<file path="src/rtl/alu_pkg.sv">
// Shared definitions for the ALU operand interface.
//  - NB_DATA_DEF : default byte / operand width
//  - OP_*        : ALU opcodes (MIPS funct encoding, 6 bits)
//  - state_e     : interface FSM state encoding
//  - cnt_width() : counter width needed to reach a terminal count
package alu_pkg;

  localparam int unsigned NB_DATA_DEF = 8;
  localparam int unsigned NB_FUNCT    = 6;

  localparam logic [NB_FUNCT-1:0] OP_ADD = 6'b100000;
  localparam logic [NB_FUNCT-1:0] OP_SUB = 6'b100010;
  localparam logic [NB_FUNCT-1:0] OP_AND = 6'b100100;
  localparam logic [NB_FUNCT-1:0] OP_OR  = 6'b100101;
  localparam logic [NB_FUNCT-1:0] OP_XOR = 6'b100110;
  localparam logic [NB_FUNCT-1:0] OP_SRA = 6'b000011;
  localparam logic [NB_FUNCT-1:0] OP_SRL = 6'b000010;
  localparam logic [NB_FUNCT-1:0] OP_NOR = 6'b100111;

  typedef enum logic [2:0] {
    ST_WAIT_OP1    = 3'd0,
    ST_WAIT_OPCODE = 3'd1,
    ST_WAIT_OP2    = 3'd2,
    ST_WAIT_ALU    = 3'd3,
    ST_SEND        = 3'd4,
    ST_WAIT_TX     = 3'd5
  } state_e;

  // Bits needed to hold values 0..terminal (never less than one bit).
  function automatic int unsigned cnt_width(input int unsigned terminal);
    return (terminal == 0) ? 1 : $clog2(terminal + 1);
  endfunction

endpackage

</file>
<file path="src/rtl/alu_iface_counter.sv">
// Clearable up-counter that stops at TERMINAL and flags it.
//  i_clock      : clock
//  i_reset      : asynchronous active-low reset (count -> 0)
//  i_clear      : synchronous load of zero, wins over i_enable
//  i_enable     : count up by one (holds once terminal is reached)
//  o_terminal_c : combinational flag, count == TERMINAL
module alu_iface_counter
  import alu_pkg::*;
#(
  parameter int unsigned TERMINAL = 1
) (
  input  logic i_clock,
  input  logic i_reset,
  input  logic i_clear,
  input  logic i_enable,
  output logic o_terminal_c
);

  localparam int unsigned CNT_W = cnt_width(TERMINAL);

  logic [CNT_W-1:0] r_count;

  assign o_terminal_c = (r_count == CNT_W'(TERMINAL));

  // Saturating count so a late-leaving FSM never sees a wrapped value.
  always_ff @(posedge i_clock or negedge i_reset) begin : p_count
    if (!i_reset) begin
      r_count <= '0;
    end else if (i_clear) begin
      r_count <= '0;
    end else if (i_enable && !o_terminal_c) begin
      r_count <= r_count + CNT_W'(1);
    end
  end

endmodule

</file>
<file path="src/rtl/alu_interface.sv">
// Initiator side of the ALU operand protocol between uart_rx/uart_tx and
// the ALU. Loads operand 1, opcode, operand 2 from received bytes, waits the
// ALU latency, then hands the result to the transmitter with a start pulse
// and waits for its done pulse.
// Optional feature: define ALU_IFACE_TIMEOUT_EN to discard a partial frame
// after TIMEOUT_CYCLES idle clocks in WAIT_OPCODE / WAIT_OP2.
//  i_clock      : clock, rising edge
//  i_reset      : asynchronous active-low reset
//  i_rx_data    : received byte, valid with i_rx_done
//  i_rx_done    : 1-cycle pulse, new byte available
//  i_resultado  : ALU result
//  i_tx_done    : 1-cycle pulse, transmitter finished
//  o_operando_1 : ALU operand 1
//  o_operacion  : ALU opcode
//  o_operando_2 : ALU operand 2
//  o_tx_data    : byte to transmit
//  o_tx_start   : 1-cycle pulse, start transmission
module alu_interface
  import alu_pkg::*;
#(
  parameter int unsigned NB_DATA        = NB_DATA_DEF,
  parameter int unsigned ALU_LATENCY    = 2,
  parameter int unsigned TIMEOUT_CYCLES = 50000
) (
  input  logic               i_clock,
  input  logic               i_reset,
  input  logic [NB_DATA-1:0] i_rx_data,
  input  logic               i_rx_done,
  input  logic [NB_DATA-1:0] i_resultado,
  input  logic               i_tx_done,
  output logic [NB_DATA-1:0] o_operando_1,
  output logic [NB_DATA-1:0] o_operacion,
  output logic [NB_DATA-1:0] o_operando_2,
  output logic [NB_DATA-1:0] o_tx_data,
  output logic               o_tx_start
);

  state_e             r_state;
  logic [NB_DATA-1:0] r_operando_1;
  logic [NB_DATA-1:0] r_operacion;
  logic [NB_DATA-1:0] r_operando_2;
  logic [NB_DATA-1:0] r_tx_data;
  logic               r_tx_start;

  logic w_in_alu;
  logic w_lat_done;
  logic w_timeout;

  assign o_operando_1 = r_operando_1;
  assign o_operacion  = r_operacion;
  assign o_operando_2 = r_operando_2;
  assign o_tx_data    = r_tx_data;
  assign o_tx_start   = r_tx_start;

  // Latency wait: counter sits at zero outside WAIT_ALU, so it starts
  // clean on the clock after operand 2 is latched.
  assign w_in_alu = (r_state == ST_WAIT_ALU);

  alu_iface_counter #(
    .TERMINAL (ALU_LATENCY)
  ) u_lat_cnt (
    .i_clock      (i_clock),
    .i_reset      (i_reset),
    .i_clear      (!w_in_alu),
    .i_enable     (w_in_alu),
    .o_terminal_c (w_lat_done)
  );

`ifdef ALU_IFACE_TIMEOUT_EN
  // Idle counter for a partially received frame; any received byte restarts it.
  logic w_mid_frame;
  assign w_mid_frame = (r_state == ST_WAIT_OPCODE) || (r_state == ST_WAIT_OP2);

  alu_iface_counter #(
    .TERMINAL (TIMEOUT_CYCLES - 1)
  ) u_tmo_cnt (
    .i_clock      (i_clock),
    .i_reset      (i_reset),
    .i_clear      (i_rx_done || !w_mid_frame),
    .i_enable     (w_mid_frame),
    .o_terminal_c (w_timeout)
  );
`else
  logic w_unused_timeout_cfg;
  assign w_unused_timeout_cfg = |TIMEOUT_CYCLES;
  assign w_timeout            = 1'b0;
`endif

  // Frame sequencing; a received byte in the expiry cycle beats the timeout.
  always_ff @(posedge i_clock or negedge i_reset) begin : p_fsm
    if (!i_reset) begin
      r_state      <= ST_WAIT_OP1;
      r_operando_1 <= '0;
      r_operacion  <= '0;
      r_operando_2 <= '0;
      r_tx_data    <= '0;
      r_tx_start   <= 1'b0;
    end else begin
      r_tx_start <= 1'b0;
      case (r_state)
        ST_WAIT_OP1: begin
          if (i_rx_done) begin
            r_operando_1 <= i_rx_data;
            r_state      <= ST_WAIT_OPCODE;
          end
        end
        ST_WAIT_OPCODE: begin
          if (i_rx_done) begin
            r_operacion <= i_rx_data;
            r_state     <= ST_WAIT_OP2;
          end else if (w_timeout) begin
            r_state <= ST_WAIT_OP1;
          end
        end
        ST_WAIT_OP2: begin
          if (i_rx_done) begin
            r_operando_2 <= i_rx_data;
            r_state      <= ST_WAIT_ALU;
          end else if (w_timeout) begin
            r_state <= ST_WAIT_OP1;
          end
        end
        ST_WAIT_ALU: begin
          if (w_lat_done) begin
            r_tx_data  <= i_resultado;
            r_tx_start <= 1'b1;
            r_state    <= ST_SEND;
          end
        end
        ST_SEND: begin
          r_state <= ST_WAIT_TX;
        end
        ST_WAIT_TX: begin
          // Any byte arriving here, even with i_tx_done, is dropped.
          if (i_tx_done) begin
            r_state <= ST_WAIT_OP1;
          end
        end
        default: begin
          r_state <= ST_WAIT_OP1;
        end
      endcase
    end
  end

endmodule

</file>
<file path="config.mk">
export PLATFORM = sky130hd
export DESIGN_NAME = alu_interface
export DESIGN_NICKNAME = d
export VERILOG_FILES = /design/src/rtl/alu_pkg.sv /design/src/rtl/alu_iface_counter.sv /design/src/rtl/alu_interface.sv
export SDC_FILE = /design/constraint.sdc
export NUM_CORES = 1
export LEC_CHECK = 0
export BUFFER_PORTS_ARGS = -buffer_cell sky130_fd_sc_hd__buf_2
export CAP_MARGIN = 20
export CORE_MARGIN = 5
export CORE_UTILIZATION = 40
export CTS_CLUSTER_SIZE = 12
export DETAILED_ROUTE_END_ITERATION = 7
export PLACE_DENSITY = 0.62
export SLEW_MARGIN = 40
export SYNTH_ARGS = -nofsm -noshare
export SYNTH_HDL_FRONTEND = slang
export SYNTH_HIERARCHICAL = 1
export SYNTH_SLANG_ARGS = --single-unit
export TNS_END_PERCENT = 100
</file>
<file path="constraint.sdc">
create_clock -name i_clock -period 3.4 [get_ports i_clock]
set_input_delay 0.51 -clock i_clock [delete_from_list [all_inputs] [get_ports i_clock]]
set_output_delay 0.51 -clock i_clock [all_outputs]
set_load 0.03 [all_outputs]
</file>
# == Yosys cells after proc, flatten, opt, wreduce, memory -nomap -nowiden ==
# Cells that the tools add are included.
# W data, S select, Z words.
# classes
n_addsub,1
eq_ne,12
mux,10
n_reduce_logical,8
# ops
op,count
$pmux W3 S6,1
$mux W3,5
$ne A2 B2 Y1 const B,6
$reduce_and A2 Y1,4
$eq A3 B2 Y1 const B,2
$eq A3 B3 Y1 const B,2
$reduce_and A5 Y1,1
$mux W2,2
$eq A3 B1 Y1 const B,1
$logic_not A3 Y1,1
$add A2 B1 Y2 const B,1
$eq A2 B2 Y1 const B,1
$mux W1,2
$logic_and A1 B1 Y1,1
$logic_not A1 Y1,1
# word_totals
ff_bits,38
in_bits,20
out_inout_bits,33
word_cells,38

# == Depth between registers and ports, before layout ==
# depth
depth_word,5
ltp_mapped,5
ltp_nobuf,5

# == Hierarchy ==
# The synthesis kept the hierarchy.
# modules_own_cells
module,n_inst,cells_each,area_per_inst_um2,seq_area_each_um2
alu_interface,1,88,1405.1,900.9
alu_iface_counter,1,11,130.1,50.0

# == Worst setup path after synthesis ==
# OpenSTA, ideal clock, no wires.
# synth_path
path_type,register to register
startpoint,reg r_state[2]
endpoint,reg r_operando_1[0] (netlist: o_operando_1[0])
setup_time_ns,0.125
arrival_time_ns,1.303
t_required_ns,3.275
path_slack_ns,1.972
path_stages_with_launch,3
n_path_buf,0
synth_period_minus_slack_ns,1.428
cell_sequence,dfrtp_1 > nor4b_4 > mux2_2
# synth_between
elab_chain_len,2
# synth_lines
element,line,source
"start, declared",alu_interface.sv:38,state_e r_state;
"start signal, assigned",alu_interface.sv:92,r_state <= ST_WAIT_OP1;
"start signal, assigned",alu_interface.sv:104,r_state <= ST_WAIT_OPCODE;
"start signal, assigned",alu_interface.sv:110,r_state <= ST_WAIT_OP2;
$logic_not A3 Y1,alu_interface.sv:100,case (r_state)
$reduce_and A2 Y1 (no line),-,
"end signal, assigned",alu_interface.sv:103,r_operando_1 <= i_rx_data;
"end, declared",alu_interface.sv:39,logic [NB_DATA-1:0] r_operando_1;
# No other way between the ends.
# A chain may end at the register's enable or synchronous reset.

# == Worst setup path after layout ==
# layout_path
startpoint,reg r_state[2]
endpoint,reg r_operando_1[7] (netlist: o_operando_1[7])
# Same word-level chain as after synthesis.

==> reports/results.tsv <==
metric	value	unit
clock sink count	38	
vias per cell	4.76	
detailed-router iteration count before antenna repair	2	
die height	72.0	µm
core area	3690	µm²
maxcap violations	0	
Post-Syn Instances	99	
WHS	0.177	ns
antenna cells	0	
clk_skew	0.00691	ns
crit path DAT	1.82	ns
Routed WL	2.88	mm
Worst-Margin Slew	0.649	ns
Critical Path End Type	flip-flop	
Worst EP required	3.56	ns
EDFF count, synth	0	
Net count, final	177	
sequential fraction of the synthesis area	0.619	
post_cts resized	0	
vias in the first global route	1046	
Synth async-reset ratio	1.00	
post-CTS setup buffers	0	
mean area per synthesized cell	15.5	µm²
initial core utilization	0.416	
Layout Area Growth over Synthesis	25.9	%
Yosys top cell by area	dfrtp_1	
critical-path maximum fanout	8	
number of port buffers	52	
H-tree levels	2	
outcome	complete, no violations	
Top Ports	53	
later-pin clock latency in the skew report	0.28	ns
share of cells above drive strength 1	0.624	
initial antenna violation count	0	
DR vias	976	
Netlist cell types	22	
first-pass GRT wire length	4.82	mm
Congestion Overflow GR	0	
Final min period	1.66	ns
R2R depth	2	
Hold/Removal Path Class	input port to asynchronous set/reset pin	
largest net degree at the start of global routing	39	
cts hold-fix bufs	0	
Yosys top cell area share	0.619	
Synth Flop Type	dfrtp_1	
clock buffer depth	2	
CP startpoint kind	flip-flop	
DP Wirelength	2.17	mm
Setup Crit Path Kind	flip-flop to flip-flop	
worst-case vdd ir drop	417	µV
Synth top cells by count	dfrtp_1, mux2_2, inv_1	
final setup vio count	0	
Syn. warnings	6	
LEAKAGE	0.937	nW
post-route setup TNS	0	ns
DR DRC count	0	
fillers	323	
Power Density	1130	nW/µm²
Starting DRT DRC Count	29	
post-synthesis cell area	1540	µm²
clk slew on worst S/H paths	0.07	ns
number of CTS-inserted buffers	5	
CTS Root Cell	clkbuf_8	
Placer Congestion	0.690	
RSZ-0062 raised after global routing	no	
Slew Limit Fails	0	
CTS tree	built	
Net Count, Synth	120	
synthesis-stage register bit count	38	
f_max	603	MHz
count leader, synth	dfrtp_1	
antenna-violating nets left	0	
Tot GR Track Use	0.122	
die area	5180	µm²
per-cell routed wire length	14.0	µm
final worst-path cycle share	0.488	
Power Total	2.18	mW
worst relative slew slack	0.566	
Fin. Hold Viols	0	
synth top area cells	dfrtp_1, mux2_2, mux2_4	
FP Rows	22	
Die W	72.0	µm
## report_power, final
part	total (mW)	leakage (nW)	internal, mW	switching (mW)
Combinational	1.07	0.435	0.417	0.651
Sequential	0.803	0.454	0.676	0.127
Clock	0.309	0.0482	0.163	0.146
## critical path: stages, from the launching register on
cell	delay, ns
dfrtp_1	0.47
nor4b_4	0.66
mux2_2	0.41
## metal layers
metal  track usage  wire, µm  vias to the layer above
met3        0.0568       267                        2
met1         0.132      1180                      476
li1              -         -                      457
met4        0.0501        19                        0
met5             0         0                        -
met2         0.206      1410                       41
## cells by family after synthesis
family | synth area share
DFF | 0.619
muxes | 0.254
and+or+nand+nor | 0.0734
AOI/OAI and AO/OA | 0.0245
buffers and inverters | 0.0204
adders and majority gates | 0.00815
## through the flow
step	cell area, µm²	utilization	instances	setup WS, ns
2_1_floorplan	1540	-	99	1.97
3_3_place_gp	1840	0.499	197	1.67
3_5_place_dp	1840	0.499	197	1.67
4_1_cts	1930	0.523	205	1.72
5_1_grt	1930	0.524	205	1.64
6_report	1930	0.524	205	1.74
## sequential cells by signal, indices dropped and copies added (netlist names)
signal,count
o_tx_data,8
o_tx_start,1
u_lat_cnt/r_count,2
r_state,3
o_operacion,8
o_operando_1,8
o_operando_2,8
## layout make-up
cell class                 instances  area, µm²  area share
timing repair buffer              52        263       0.136
clock inverter                     1       5.00     0.00259
multi-input combinational         55        553       0.286
tap                               48       60.1      0.0311
clock buffer                       7       86.3      0.0447
sequential                        38        951       0.492
inverter                           4       15.0     0.00777
## cells in the final DEF, fill, tap and decap left out
cell,count
a21o_1,1
a21oi_1,2
a32o_1,1
and2_1,1
and3b_1,1
buf_2,51
buf_4,1
clkbuf_1,1
clkbuf_8,6
clkinv_2,1
dfrtp_1,38
ha_1,1
inv_1,4
mux2_2,32
mux2_4,2
nand2_1,2
nand3_2,1
nand3b_1,1
nor2_1,2
nor2_2,1
nor2b_1,2
nor2b_2,1
nor2b_4,1
nor4b_4,1
o21ai_0,2
## final timing paths
check / startpoint / endpoint / slack (ns)
setup / recovery: r_state[2]$_DFFE_PN0P_ / o_operando_1[7]$_DFFE_PN0P_ / 1.74
hold / removal: i_reset / o_operando_1[0]$_DFFE_PN0P_ / 0.18
setup reg to reg: r_state[2]$_DFFE_PN0P_ / o_operando_1[7]$_DFFE_PN0P_ / 1.74
hold reg to reg: o_tx_data[2]$_DFFE_PN0P_ / o_tx_data[2]$_DFFE_PN0P_ / 0.50
max in group asynchronous: i_reset / o_tx_data[3]$_DFFE_PN0P_ / 2.89
min in group i_clock: i_resultado[6] / o_tx_data[6]$_DFFE_PN0P_ / 0.45
Power figures use the tool's default switching activity.
